===== src/rtl/misr_compactor.sv =====
// Multiple-input signature register: folds LEN enabled samples of D into SIG,
// then holds the result in DONE and flags PASS when it equals GOLD.
module misr_compactor #(
    parameter int unsigned    W    = 8,
    parameter int unsigned    LEN  = 4,
    parameter logic [W-1:0]   POLY = 8'h1D,
    parameter logic [W-1:0]   SEED = 8'h00
) (
    input  logic         CLK,
    input  logic         RST_N,
    input  logic         START,
    input  logic         EN,
    input  logic [W-1:0] D,
    input  logic [W-1:0] GOLD,
    output logic [W-1:0] SIG,
    output logic         BUSY,
    output logic         DONE,
    output logic         PASS
);

    localparam int unsigned   CW   = $clog2(LEN + 1);
    localparam int unsigned   SW   = 3;
    localparam logic [CW-1:0] LAST = CW'(LEN - 1);

    // One-hot state codes.
    localparam logic [SW-1:0] S_IDLE = 3'b001;
    localparam logic [SW-1:0] S_RUN  = 3'b010;
    localparam logic [SW-1:0] S_DONE = 3'b100;

    logic [SW-1:0] state_q;
    logic [SW-1:0] state_nxt;
    logic [SW-1:0] state_d;

    logic [W-1:0]  sig_q;
    logic [W-1:0]  sig_nxt;
    logic [W-1:0]  sig_d;
    logic [W-1:0]  sig_fb;
    logic [W-1:0]  sig_step;

    logic [CW-1:0] cnt_q;
    logic [CW-1:0] cnt_nxt;
    logic [CW-1:0] cnt_d;

    logic          last_sample;

    // Flops have no reset pin: RST_N forces the reset value onto every D input.
    assign state_d = (state_nxt & {SW{RST_N}}) | (S_IDLE & {SW{~RST_N}});
    assign sig_d   = (sig_nxt & {W{RST_N}}) | (SEED & {W{~RST_N}});
    assign cnt_d   = cnt_nxt & {CW{RST_N}};

    // State register.
    always_ff @(posedge CLK) begin
        state_q <= state_d;
    end

    // Datapath registers.
    always_ff @(posedge CLK) begin
        sig_q <= sig_d;
        cnt_q <= cnt_d;
    end

    // One MISR step: shift, fold in the polynomial when the MSB falls out, xor D.
    assign sig_fb      = POLY & {W{sig_q[W-1]}};
    assign sig_step    = {sig_q[W-2:0], 1'b0} ^ sig_fb ^ D;
    assign last_sample = EN & (cnt_q == LAST);

    // Next-state logic; any non-one-hot encoding recovers to IDLE.
    always_comb begin
        state_nxt = S_IDLE;
        case (state_q)
            S_IDLE:  state_nxt = START ? S_RUN : S_IDLE;
            S_RUN:   state_nxt = last_sample ? S_DONE : S_RUN;
            S_DONE:  state_nxt = START ? S_RUN : S_DONE;
            default: state_nxt = S_IDLE;
        endcase
    end

    // Signature and sample counter updates.
    always_comb begin
        sig_nxt = sig_q;
        cnt_nxt = cnt_q;
        case (state_q)
            S_IDLE, S_DONE: begin
                if (START) begin
                    sig_nxt = SEED;
                    cnt_nxt = '0;
                end
            end
            S_RUN: begin
                if (EN) begin
                    sig_nxt = sig_step;
                    cnt_nxt = cnt_q + CW'(1);
                end
            end
            default: begin
                sig_nxt = sig_q;
                cnt_nxt = cnt_q;
            end
        endcase
    end

    // Status decode from the state flops.
    always_comb begin
        BUSY = 1'b0;
        DONE = 1'b0;
        case (state_q)
            S_RUN:   BUSY = 1'b1;
            S_DONE:  DONE = 1'b1;
            default: begin
                BUSY = 1'b0;
                DONE = 1'b0;
            end
        endcase
    end

    assign SIG  = sig_q;
    assign PASS = DONE & (sig_q == GOLD);

endmodule


===== config.mk =====
export PLATFORM = sky130hd
export DESIGN_NAME = misr_compactor
export DESIGN_NICKNAME = d
export VERILOG_FILES = /design/src/rtl/misr_compactor.sv
export SDC_FILE = /design/constraint.sdc
export NUM_CORES = 1
export LEC_CHECK = 0
export CAP_MARGIN = 15
export CORE_ASPECT_RATIO = 1.1
export CORE_MARGIN = 2
export CORE_UTILIZATION = 44
export CTS_BUF_LIST = sky130_fd_sc_hd__clkbuf_4
export DETAILED_ROUTE_END_ITERATION = 6
export PLACE_DENSITY = 0.79
export SYNTH_ARGS = -nofsm -noshare
export SYNTH_HDL_FRONTEND = slang
export SYNTH_SLANG_ARGS = --single-unit

===== constraint.sdc =====
create_clock -name CLK -period 1.87 [get_ports CLK]
set_clock_uncertainty 0.15 [all_clocks]
set_input_delay 0.4675 -clock CLK [delete_from_list [all_inputs] [get_ports CLK]]
set_output_delay 0.4675 -clock CLK [all_outputs]
set_load 0.03 [all_outputs]

==> out/metrics.yaml <==
cts:
  cts.sinks: 14
  h-tree-depth: 1
  cts_tree: "built"
  ctsRootBufferMaster: "clkbuf_4"
  cts-buffers-inserted: 3
  path_clk_slew_ns: 0.09
  cts_buffer_depth: 2
  clk_latency_ns: 0.28
global_route:
  grt_max_degree: 9
  grt_first_pass_wirelength_mm: 2.97
  grt_pass1_vias: 689
  grt_use_total: 0.192
  antenna_found_initial: 0
  overflow: 0
timing:
  setup_ws_ns: -0.177
  slew_headroom: 0.787
  holdWs_ns: 0.322
  period_minus_slack_ns: 2.05
  tightest_slew_ns: 0.319
  rsz0062_at_grt: "true"
  fmax_mhz: 489
  finalHoldViolations: 0
  drv_slew: 0
  setup_viol: 1
  period_share: 1.09
  fin_setup_tns_ns: -0.177
finish:
  multiInputGateArea_um2: 514
  nets: 146
  instances_no_fill: 139
  drive_gt1_frac: 0.369
  syn2layout_area_growth_pct: 61.7
  seqCellArea_um2: 300
  fillers: 118
  num_antenna_cells: 0
detailed_routing:
  vias: 725
  vias_per_cell: 5.22
  antenna_left: 0
  routedWlPerCell_um: 13.9
  drt-pass1-iter-count: 4
  wl_mm: 1.94
  drc_errors: 0
  drt_iter0_drc: 6
worst_setup_path:
  endpoint_kind: "output pin"
  slowest_stage: "clkdlybuf4s50_1"
  critPathKind: "in -> out"
  crit_path_max_incr_delay_ns: 0.49
  reg2reg_slack_ns: 0.20
  start_kind: "input port"
  critPathArrivalTime_ns: 1.43
  critPathMaxFanout: 1
  worstPathCellList: "clkdlybuf4s50_1 > xnor2_1 > and3_2 > buf_6"
  crit_required_ns: 1.25
floorplanning:
  core-area_mm2: 0.00161
  dieArea_mm2: 0.00213
  ios: 31
  fp.dieW_um: 44.2
  die_y_um: 48.2
  initial_utilization: 0.484
  rows: 15
status:
  failed_checks: "negative setup slack"
  status: "finished with violations"
power_and_ir_drop:
  cellPowerDensity_mw_per_mm2: 478
  ir_drop_mv: 0.419
  p_leak_nw: 0.576
placed_design:
  port_buffers: 30
  dp_hpwl_mm: 1.47
  place_inst: 132
  routabilityCongestion: 0.825
logic_synthesis:
  syn_area_per_cell_um2: 10.6
  netlist_area_um2: 781
  synth_nets: 96
  synthesis.instances: 74
  seq_area_frac_synth: 0.359
  ys_seq_elements: 14
  yosys_warnings: 0
  ys_types: 28
hold_path:
  hold_class: "reg -> reg"
run:
  maxCapViolCount: 0
==> report_power, final <==
part | internal, mW | switching, mW | leakage [nW] | total, mW
registers | 0.298 | 0.00948 | 0.118 | 0.308
clock network | 0.0747 | 0.102 | 0.0138 | 0.177
logic | 0.0745 | 0.0441 | 0.445 | 0.119
==> cell usage after synthesis, drive strengths merged <==
library cell	n	area, um^2
nand2	1	3.75
xnor2	14	123
o2bb2ai	9	78.8
nand3	1	5.00
nor4b	2	32.5
a21o	1	7.51
o311a	1	10.0
clkbuf	1	3.75
nand3b	1	7.51
nor3b	3	38.8
o21ai	1	5.00
and2	1	8.76
nand2b	1	8.76
dfxtp	14	280
buf	1	11.3
and3	1	6.26
nor2	3	11.3
nor4	1	6.26
o21a	1	7.51
ha	2	25.0
inv	2	7.51
a21oi	3	15.0
xor2	7	61.3
nand4	1	6.26
a32o	1	10.0
==> logic make-up after synthesis <==
| group | count (synthesis) | share of synthesized area |
|---|---|---|
| XOR/XNOR | 21 | 0.236 |
| AO/OA/AOI/OAI | 17 | 0.171 |
| AND/OR/NAND/NOR | 16 | 0.173 |
| flip-flops | 14 | 0.359 |
| buffers and inverters | 4 | 0.0288 |
| adder cells (fa/ha/maj) | 2 | 0.0320 |
==> timing repair <==
action,in CTS,in global routing
gates resized for setup,37,6
endpoints found under the setup margin,10,3
hold buffers,0,0
setup buffers,4,0
pin swaps,7,2
==> worst max-delay path: cells and delay by family <==
kind	cells	cell delay, ns
buf+inv	2	0.62
xor+xnor	1	0.13
simple gates	1	0.21
==> layout make-up <==
type | count | share of cell area
clock buffer | 3 | 0.0178
inverter | 2 | 0.00595
multi-input combinational | 56 | 0.407
sequential | 14 | 0.238
tap | 17 | 0.0168
timing repair buffer | 47 | 0.314
==> sequential cells by signal, indices dropped and copies added (netlist names) <==
register,flops
state_q,3
SIG,8
cnt_q,3
==> path summary, 6_finish.rpt <==
| check | cells past startpoint | to | startpoint |
|---|---|---|---|
| worst max-delay path | 4 | PASS | GOLD[1] |
| worst min register to register | 1 | cnt_q[2]$_DFF_P_ | cnt_q[2]$_DFF_P_ |
| worst min-delay path | 1 | cnt_q[2]$_DFF_P_ | cnt_q[2]$_DFF_P_ |
| worst max register to register | 5 | cnt_q[0]$_DFF_P_ | state_q[0]$_DFF_P_ |
==> stage by stage <==
stage          utilization  setup WS (ns)  power, mW  instance area (um^2)
6_report             0.782         -0.177      0.603                  1260
5_1_grt              0.782         -0.211      0.625                  1260
4_1_cts              0.777         -0.217      0.600                  1250
3_5_place_dp         0.735         -0.478      0.438                  1190
3_3_place_gp         0.735         -0.472      0.436                  1190
2_1_floorplan            -         0.0211      0.365                   791
==> placed cells by master, fill, tap and decap left out, types with 2 or more instances in the layout <==
cell type,synthesis,final
a21oi_1,3,3
buf_2,0,4
buf_4,0,19
clkbuf_4,0,3
clkdlybuf4s15_1,0,2
clkdlybuf4s50_1,0,12
dfxtp_1,14,6
dfxtp_2,0,4
dfxtp_4,0,4
dlygate4sd2_1,0,8
ha_1,2,2
inv_1,2,2
nor2_1,3,3
nor3b_4,1,2
o2bb2ai_1,9,9
xnor2_1,14,11
xnor2_2,0,3
xor2_1,7,7
==> per-layer routing <==
layer	part of all wire	global-route usage	vias to the layer above
met4	0.0093	0.0909	0
met2	0.49	0.326	23
met1	0.44	0.235	336
met3	0.056	0.0407	2
met5	0	0	-
li1	-	-	364
(Power assumes the default switching activity.)
